==> config.mk <==
export PLATFORM = sky130hd
export DESIGN_NAME = dmio_arbiter
export DESIGN_NICKNAME = d
export VERILOG_FILES = /design/src/rtl/dmio_arbiter.sv
export SDC_FILE = /design/constraint.sdc
export NUM_CORES = 1
export LEC_CHECK = 0
export CORE_ASPECT_RATIO = 1.5
export CORE_MARGIN = 3
export CORE_UTILIZATION = 30
export DETAILED_ROUTE_END_ITERATION = 16
export GPL_ROUTABILITY_DRIVEN = 1
export GPL_TIMING_DRIVEN = 0
export PLACE_DENSITY = 0.74
export SLEW_MARGIN = 20
export SYNTH_ARGS = -nofsm -noshare
export SYNTH_HDL_FRONTEND = slang
export SYNTH_SLANG_ARGS = --single-unit
==> constraint.sdc <==
create_clock -name clk -period 2.8 [get_ports clk]
set_clock_uncertainty 0.2 [all_clocks]
set_input_delay 0.42 -clock clk [delete_from_list [all_inputs] [get_ports clk]]
set_output_delay 0.42 -clock clk [all_outputs]
set_load 0.01 [all_outputs]
==> src/rtl/dmio_arbiter.sv <==
// -----------------------------------------------------------------------------
// dmio_arbiter
//   Shares the single data-memory / IO bus between two requesters.
//   Port 0 is the processor datapath and port 1 is the loader/debug port.
//   Accesses are serialised through a four-state sequencer:
//     IDLE -> ACCESS -> WAIT (READ_LAT cycles) -> DONE -> IDLE
//   The sequencer latches the granted command, pulses the write strobe for one
//   cycle, and waits for the bus read latency. It then returns read data
//   together with a one-cycle acknowledge.
//
//   Optional feature macro: DMIO_ARB_RR_EN
//     defined   : round-robin arbitration (last-granted port loses priority)
//     undefined : fixed priority, port 0 wins collisions
//
// Ports
//   clk, rst_n              clock (rising edge), async active-low reset
//   reqN, weN, addrN, wdataN  requester N command (level request, held to ackN)
//   rdataN, ackN            requester N read data (valid with ackN), done pulse
//   mem_addr, mem_wdata, mem_wr  bus command (registered)
//   mem_rdata               bus read data, valid READ_LAT cycles after address
//   busy                    a transaction is in progress
//   owner                   port index of the current / last grant
// -----------------------------------------------------------------------------
module dmio_arbiter #(
    parameter int ADDR_W   = 13,
    parameter int DATA_W   = 64,
    parameter int READ_LAT = 1
) (
    input  logic              clk,
    input  logic              rst_n,
    input  logic              req0,
    input  logic              we0,
    input  logic [ADDR_W-1:0] addr0,
    input  logic [DATA_W-1:0] wdata0,
    output logic [DATA_W-1:0] rdata0,
    output logic              ack0,
    input  logic              req1,
    input  logic              we1,
    input  logic [ADDR_W-1:0] addr1,
    input  logic [DATA_W-1:0] wdata1,
    output logic [DATA_W-1:0] rdata1,
    output logic              ack1,
    output logic [ADDR_W-1:0] mem_addr,
    output logic [DATA_W-1:0] mem_wdata,
    output logic              mem_wr,
    input  logic [DATA_W-1:0] mem_rdata,
    output logic              busy,
    output logic              owner
);

    typedef enum logic [1:0] {
        ST_IDLE   = 2'd0,
        ST_ACCESS = 2'd1,
        ST_WAIT   = 2'd2,
        ST_DONE   = 2'd3
    } state_t;

    localparam logic [2:0] LAT_L = 3'(READ_LAT);

    state_t            r_state;
    state_t            w_next_state;
    logic [2:0]        r_cnt;
    logic              r_cmd_we;
    logic [ADDR_W-1:0] r_mem_addr;
    logic [DATA_W-1:0] r_mem_wdata;
    logic              r_mem_wr;
    logic              r_owner;
    logic              r_busy;
    logic              r_ack0;
    logic              r_ack1;
    logic [DATA_W-1:0] r_rdata0;
    logic [DATA_W-1:0] r_rdata1;

    logic              w_grant;
    logic              w_gnt_sel;
    logic              w_sel_we;
    logic [ADDR_W-1:0] w_sel_addr;
    logic [DATA_W-1:0] w_sel_wdata;
    logic              w_to_done;

`ifdef DMIO_ARB_RR_EN
    // Priority pointer: 0 means port 0 wins a collision, 1 means port 1 wins.
    logic r_prio;

    // Round-robin pointer: the port just granted drops to lowest priority.
    always_ff @(posedge clk or negedge rst_n) begin
        if (!rst_n) begin
            r_prio <= 1'b0;
        end else if ((r_state == ST_IDLE) && w_grant) begin
            r_prio <= ~w_gnt_sel;
        end else begin
            r_prio <= r_prio;
        end
    end
`endif

    // Arbitration and selection of the granted command.
    always_comb begin
        w_grant   = req0 | req1;
        w_gnt_sel = 1'b0;
`ifdef DMIO_ARB_RR_EN
        if (req0 && req1) begin
            w_gnt_sel = r_prio;
        end else if (req1) begin
            w_gnt_sel = 1'b1;
        end else begin
            w_gnt_sel = 1'b0;
        end
`else
        if (req0) begin
            w_gnt_sel = 1'b0;
        end else if (req1) begin
            w_gnt_sel = 1'b1;
        end else begin
            w_gnt_sel = 1'b0;
        end
`endif
        if (w_gnt_sel) begin
            w_sel_we    = we1;
            w_sel_addr  = addr1;
            w_sel_wdata = wdata1;
        end else begin
            w_sel_we    = we0;
            w_sel_addr  = addr0;
            w_sel_wdata = wdata0;
        end
    end

    // Next-state logic of the access sequencer.
    always_comb begin
        w_next_state = r_state;
        case (r_state)
            ST_IDLE: begin
                if (w_grant) begin
                    w_next_state = ST_ACCESS;
                end else begin
                    w_next_state = ST_IDLE;
                end
            end
            ST_ACCESS: begin
                if (READ_LAT > 0) begin
                    w_next_state = ST_WAIT;
                end else begin
                    w_next_state = ST_DONE;
                end
            end
            ST_WAIT: begin
                // <= rather than == so a corrupted zero count cannot trap the FSM
                if (r_cnt <= 3'd1) begin
                    w_next_state = ST_DONE;
                end else begin
                    w_next_state = ST_WAIT;
                end
            end
            ST_DONE: begin
                w_next_state = ST_IDLE;
            end
            default: begin
                w_next_state = ST_IDLE;
            end
        endcase
        w_to_done = (r_state != ST_DONE) && (w_next_state == ST_DONE);
    end

    // Sequencer state, command latch, bus drive and response registers.
    always_ff @(posedge clk or negedge rst_n) begin
        if (!rst_n) begin
            r_state     <= ST_IDLE;
            r_cnt       <= 3'd0;
            r_cmd_we    <= 1'b0;
            r_mem_addr  <= '0;
            r_mem_wdata <= '0;
            r_mem_wr    <= 1'b0;
            r_owner     <= 1'b0;
            r_busy      <= 1'b0;
            r_ack0      <= 1'b0;
            r_ack1      <= 1'b0;
            r_rdata0    <= '0;
            r_rdata1    <= '0;
        end else begin
            r_state  <= w_next_state;
            r_busy   <= (w_next_state != ST_IDLE);
            r_mem_wr <= 1'b0;
            r_ack0   <= 1'b0;
            r_ack1   <= 1'b0;
            case (r_state)
                ST_IDLE: begin
                    // The bus registers double as the command latch, so they
                    // hold their last values while idle.
                    if (w_grant) begin
                        r_mem_addr  <= w_sel_addr;
                        r_mem_wdata <= w_sel_wdata;
                        r_cmd_we    <= w_sel_we;
                        r_owner     <= w_gnt_sel;
                        r_mem_wr    <= w_sel_we;
                    end else begin
                        r_cmd_we    <= r_cmd_we;
                    end
                end
                ST_ACCESS: begin
                    r_cnt <= LAT_L;
                end
                ST_WAIT: begin
                    r_cnt <= r_cnt - 3'd1;
                end
                default: begin
                    r_cnt <= r_cnt;
                end
            endcase
            // Response is registered on entry to DONE, so ack and read data
            // are both visible for the whole DONE cycle.
            if (w_to_done) begin
                if (r_owner) begin
                    r_ack1 <= 1'b1;
                    if (!r_cmd_we) begin
                        r_rdata1 <= mem_rdata;
                    end
                end else begin
                    r_ack0 <= 1'b1;
                    if (!r_cmd_we) begin
                        r_rdata0 <= mem_rdata;
                    end
                end
            end
        end
    end

    assign mem_addr  = r_mem_addr;
    assign mem_wdata = r_mem_wdata;
    assign mem_wr    = r_mem_wr;
    assign busy      = r_busy;
    assign owner     = r_owner;
    assign ack0      = r_ack0;
    assign ack1      = r_ack1;
    assign rdata0    = r_rdata0;
    assign rdata1    = r_rdata1;

endmodule

# Word level (Yosys, flattened, before mapping)
# Cells that the tools add are included.
# totals
romBits	0
memories	0
wordCells	44
latch_bits	0
ramBits	0
input_bits	224
register_bits	216
# classes
mul	0
eq_ne	5
n_reduce_logical	7
div_mod_pow	0
n_shift	0
bitwise	3
muxes	15
add_sub_neg	1
magnitude_cmp	1
# op_table
cell	n
$mux 64	1
$mux 13	1
$mux 1	11
$pmux 2 s4	1
$eq 2x2->1 const B	3
$pmux 3 s2	1
$reduce_and 3->1	2
$reduce_bool 2->1	2
$le 3x1->1 const B	1
$sub 3x1->3 const B	1
$eq 2x1->1 const B	1
$logic_not 2->1	1
$ne 2x2->1 const B	1
$not 1->1	2
$reduce_and 2->1	1
$logic_and 1x1->1	1
$or 1x1->1	1

# Depth between registers and ports, before layout
# depth
ltp_word	6
depth_mapped	8
ltp_nobuf	5

# Worst setup path after synthesis
# Ideal clock, no wire load.
# synth_timing
path_kind	reg2reg
startpoint	register r_state[1]
endpoint	register r_rdata0[10], in the netlist rdata0[10]
synth_period_minus_slack_ps	2245
setup_time_ps	125
stages_incl_launch_ff	7
t_required_ps	2475
arrival_time_ps	1920
slack_ps	555
path_buffers	1
path_cell_list	dfrtp_1 -> inv_1 -> ha_1 -> nor2b_1 -> o2111ai_4 -> buf_6 -> mux2_4
# synth_via
elab_chain_len	5
elab_cells_between_ends	9
classes_between	eq/ne (5); mux (1); reduce/logical (3)
# synth_lines
element	line	text
start: declaration	60	state_t r_state;
start signal: assignment	181	r_state <= w_next_state;
$eq 2x2->1, or another cell as far along	132	case (r_state)
$pmux 2 s4 (*)	132	
via w_next_state[1]	61	state_t w_next_state;
$eq 2x2->1 (*)	162	w_to_done = (r_state != ST_DONE) && (w_next_state == ST_DONE);
$logic_and 1x1->1 (*)	162	
$reduce_and 3->1 (no line) (*)	--	
end signal: assignment	221	r_rdata0 <= mem_rdata;
end: declaration	71	logic [DATA_W-1:0] r_rdata0;
# Mark *: on every way through the listed nets, which the timed path passes. The rest lies on a longest branch.
# A chain may end at the register's enable or synchronous reset.

# Worst setup path in the final report
# layout_timing
startpoint	register r_state[0]
endpoint	register r_mem_wdata[23], in the netlist mem_wdata[23]
# layout_via
elab_chain_len	2
# layout_lines
element	line	text
$logic_not 2->1	186	case (r_state)
$reduce_and 2->1 (no line)	--	
end signal: assignment	192	r_mem_wdata <= w_sel_wdata;
end: declaration	65	logic [DATA_W-1:0] r_mem_wdata;
# Every way passes these cells.

==> impl_metrics.yaml <==
status:
  status: "completed"
yosys:
  synthTopCellsByArea: "dfrtp_1 58%, mux2_4 19%, mux2i_1 8.3%"
  synth_cells: 655
  ys_ff_latch: 216
  synth_edf_count: 0
  syn_nets: 883
  synth_top_area_cell: "dfrtp_1"
  yosysTopAreaCellShare_pct: 58.05
  ys_seq_area_share_pct: 58.05
  synth_cell_types: 27
  synth_area_per_cell_um2: 14.22
  synth_flop_cell: "dfrtp_1"
  syn_area_um2: 9311
  yosysWarningCount: 0
  synth-async-reset-ratio_pct: 100.0
  yosysMostFrequentCell: "dfrtp_1"
  synth_common_cells: "216 x dfrtp_1, 120 x mux2_4, 81 x o21ai_0"
worst_setup_path:
  cp-startpoint: "r_state[0]"
  endpoint: "mem_wdata[23]"
  r2r_slack_ps: 190
  rr_endpoint: "mem_wdata[23]"
  r2r_cells: 8
  critPathRequiredTime_ps: 3000
  endpoint_kind: "flop"
  crit_arrival_ps: 2810
  crit_fanout: 10
  startpoint_type: "flop"
  worstReg2RegStart: "r_state[0]"
  criticalPathCategory: "flop to flop"
finish:
  final_nets: 1342
  stdcell_count: 1528
  drive_gt1_share_pct: 17.30
  synthToLayoutAreaGrowth_pct: 60.56
power:
  seqPwrFrac_pct: 33.5
  power_density_nw_per_um2: 1104
  p_int_w: 0.01124
  peakVddDrop_mv: 0.4579
  leakage_nw: 7.052
  power_frac_comb_pct: 47.9
  swShare_pct: 31.92
  switchingPower_w: 0.005270
  power.share.clock_pct: 18.5
drt:
  wl_um: 28520
  first_pass_iters: 4
  vias: 6899
  drc: 0
  viasPerCell: 4.515
  ant_nets: 0
  drt_iter0_drc: 152
  wl_per_cell_um: 18.67
clock_tree:
  cts_buffer_depth: 3
  htreeDepth: 1
  cts_sinks: 216
  cts_root_buf: "clkbuf_16"
  path_clk_slew_ps: 70
  clock_latency_ps: 520
  cts_tree: "built"
  cts_inserted_buffers: 23
global_route:
  grt_pass1_wl_um: 44020
  grt_util_all_layers_pct: 16.88
  grt-ovfl-total: 0
  antenna_found_initial: 1
  grt_max_degree: 101
  grt_pass1_vias: 7574
sta:
  period_share_pct: 93.04
  rsz0062_at_grt: "false"
  finalSetupViolCount: 0
  drv_slew: 0
  worstMarginPinSlew_ps: 822.4
  max_freq_mhz: 383.9
  hold_viol: 0
  hold_ws_ps: 66.72
  finalSetupTns_ps: 0
  min_period_ps: 2605
  maxSlewHeadroom_pct: 44.80
die:
  fp.coreArea_um2: 30450
  dieHeight_um: 221.8
  ioPinCount: 434
  die_w_um: 149.8
  fp.dieArea_um2: 33230
  rows: 78
  start_util_pct: 30.58
worst_hold_path:
  min_path_type: "input pin to flop"
placed_design:
  dp.cells: 1488
  hpwlAfterDp_um: 22020
  gp_congestion: 0.8187
  port_buffers: 431
flow_run:
  cap_violations: 0
power by group through the flow:
stage          logic [W]  clock network, W  registers [W]
4_1_cts          0.00804           0.00316        0.00555
2_1_floorplan    0.00301                 0        0.00618
6_report         0.00791           0.00306        0.00554
5_1_grt          0.00848           0.00328        0.00573
3_5_place_dp     0.00800                 0        0.00557
3_3_place_gp     0.00788                 0        0.00552
worst min-delay path by stage:
stage,start,slack [ps],cells after the start,end
global route,req0,100,2,owner
CTS,req0,40,2,r_cmd_we
finish,req0,70,2,r_cmd_we
global placement,mem_wdata[31],260,2,mem_wdata[31]
detailed placement,rst_n,90,1,rdata1[35]
floorplan,rst_n,-80,0,ack0
stage by stage:
stage          total power (W)  instance area [µm²]  util, %  setup slack [ps]
6_report               0.01651                14950    49.10             194.9
5_1_grt                0.01749                14950    49.10             3.912
4_1_cts                0.01675                14950    49.08             43.12
3_5_place_dp           0.01357                14190    46.59             1.061
3_3_place_gp           0.01340                14130    46.39             -7892
2_1_floorplan         0.009189                 9311        -             555.2
routing by layer:
metal  share of wire (%)  routed length, µm  track usage [%]  up-vias
li1                    -                  -                -     3191
met1                  35               9994            18.10     3342
met2                  53              15190            31.11      304
met3                 7.5               2151            4.029       62
met4                 4.1               1182            7.090        0
met5                   0                  0                0        -
final cells by class:
cell class | instances | area [µm²]
Multi-Input combinational cell | 392 | 3618
Clock buffer | 30 | 641.9
Timing Repair Buffer | 434 | 4384
Sequential cell | 216 | 5405
Antenna cell | 1 | 2.502
Buffer | 40 | 264.0
Fill cell | 2750 | 15500
Clock inverter | 8 | 107.6
Tap cell | 400 | 500.5
Inverter | 7 | 26.28
critical path, cell delays in order, from the launching register on:
cell and delay, ps:
dfrtp_1 350, inv_1 60, ha_1 180, buf_2 180
o21ai_1 460, buf_2 380, clkbuf_1 430, nand2_1 110
o21ai_0 130
kinds of logic (layout without fill, tap and decap cells):
kind of cell / after synthesis / after routing / synth area share [%]
AO/OA/AOI/OAI: 92 / 92 / 5.576
buffers and inverters: 47 / 519 / 3.091
adder cells (fa/ha/maj): 4 / 4 / 0.5375
other: 0 / 1 / 0
AND/OR/NAND/NOR: 91 / 91 / 4.152
multiplexers: 205 / 205 / 28.59
flip-flops: 216 / 216 / 58.05
state kept, by name (all words and copies together), names as in the netlist:
| signal | flops |
|---|---|
| rdata0 | 64 |
| r_cnt | 3 |
| rdata1 | 64 |
| mem_wdata | 64 |
| mem_addr | 13 |
| ack1 | 1 |
| r_cmd_we | 1 |
| owner | 1 |
| mem_wr | 1 |
| busy | 1 |
| r_state | 2 |
| ack0 | 1 |
timing repair:
| action | CTS | global route |
|---|---|---|
| buffers inserted | 0 | 0 |
| resized for setup | 0 | 4 |
| endpoints found under the hold margin | 216 | 0 |
| setup endpoints to repair | 0 | 19 |
| hold buffers | 1 | 0 |
layout by cell type, fill, tap and decap left out, types with 4 or more instances in the layout:
cell type / n
clkbuf_8: 4
mux2_2: 8
ha_1: 4
dfrtp_1: 216
clkbuf_16: 23
mux2_4: 120
nand2_1: 78
clkbuf_1: 18
o21ai_0: 81
clkdlybuf4s50_1: 430
inv_1: 7
buf_2: 8
mux2i_1: 77
buf_6: 12
(Power assumes the default switching activity.)
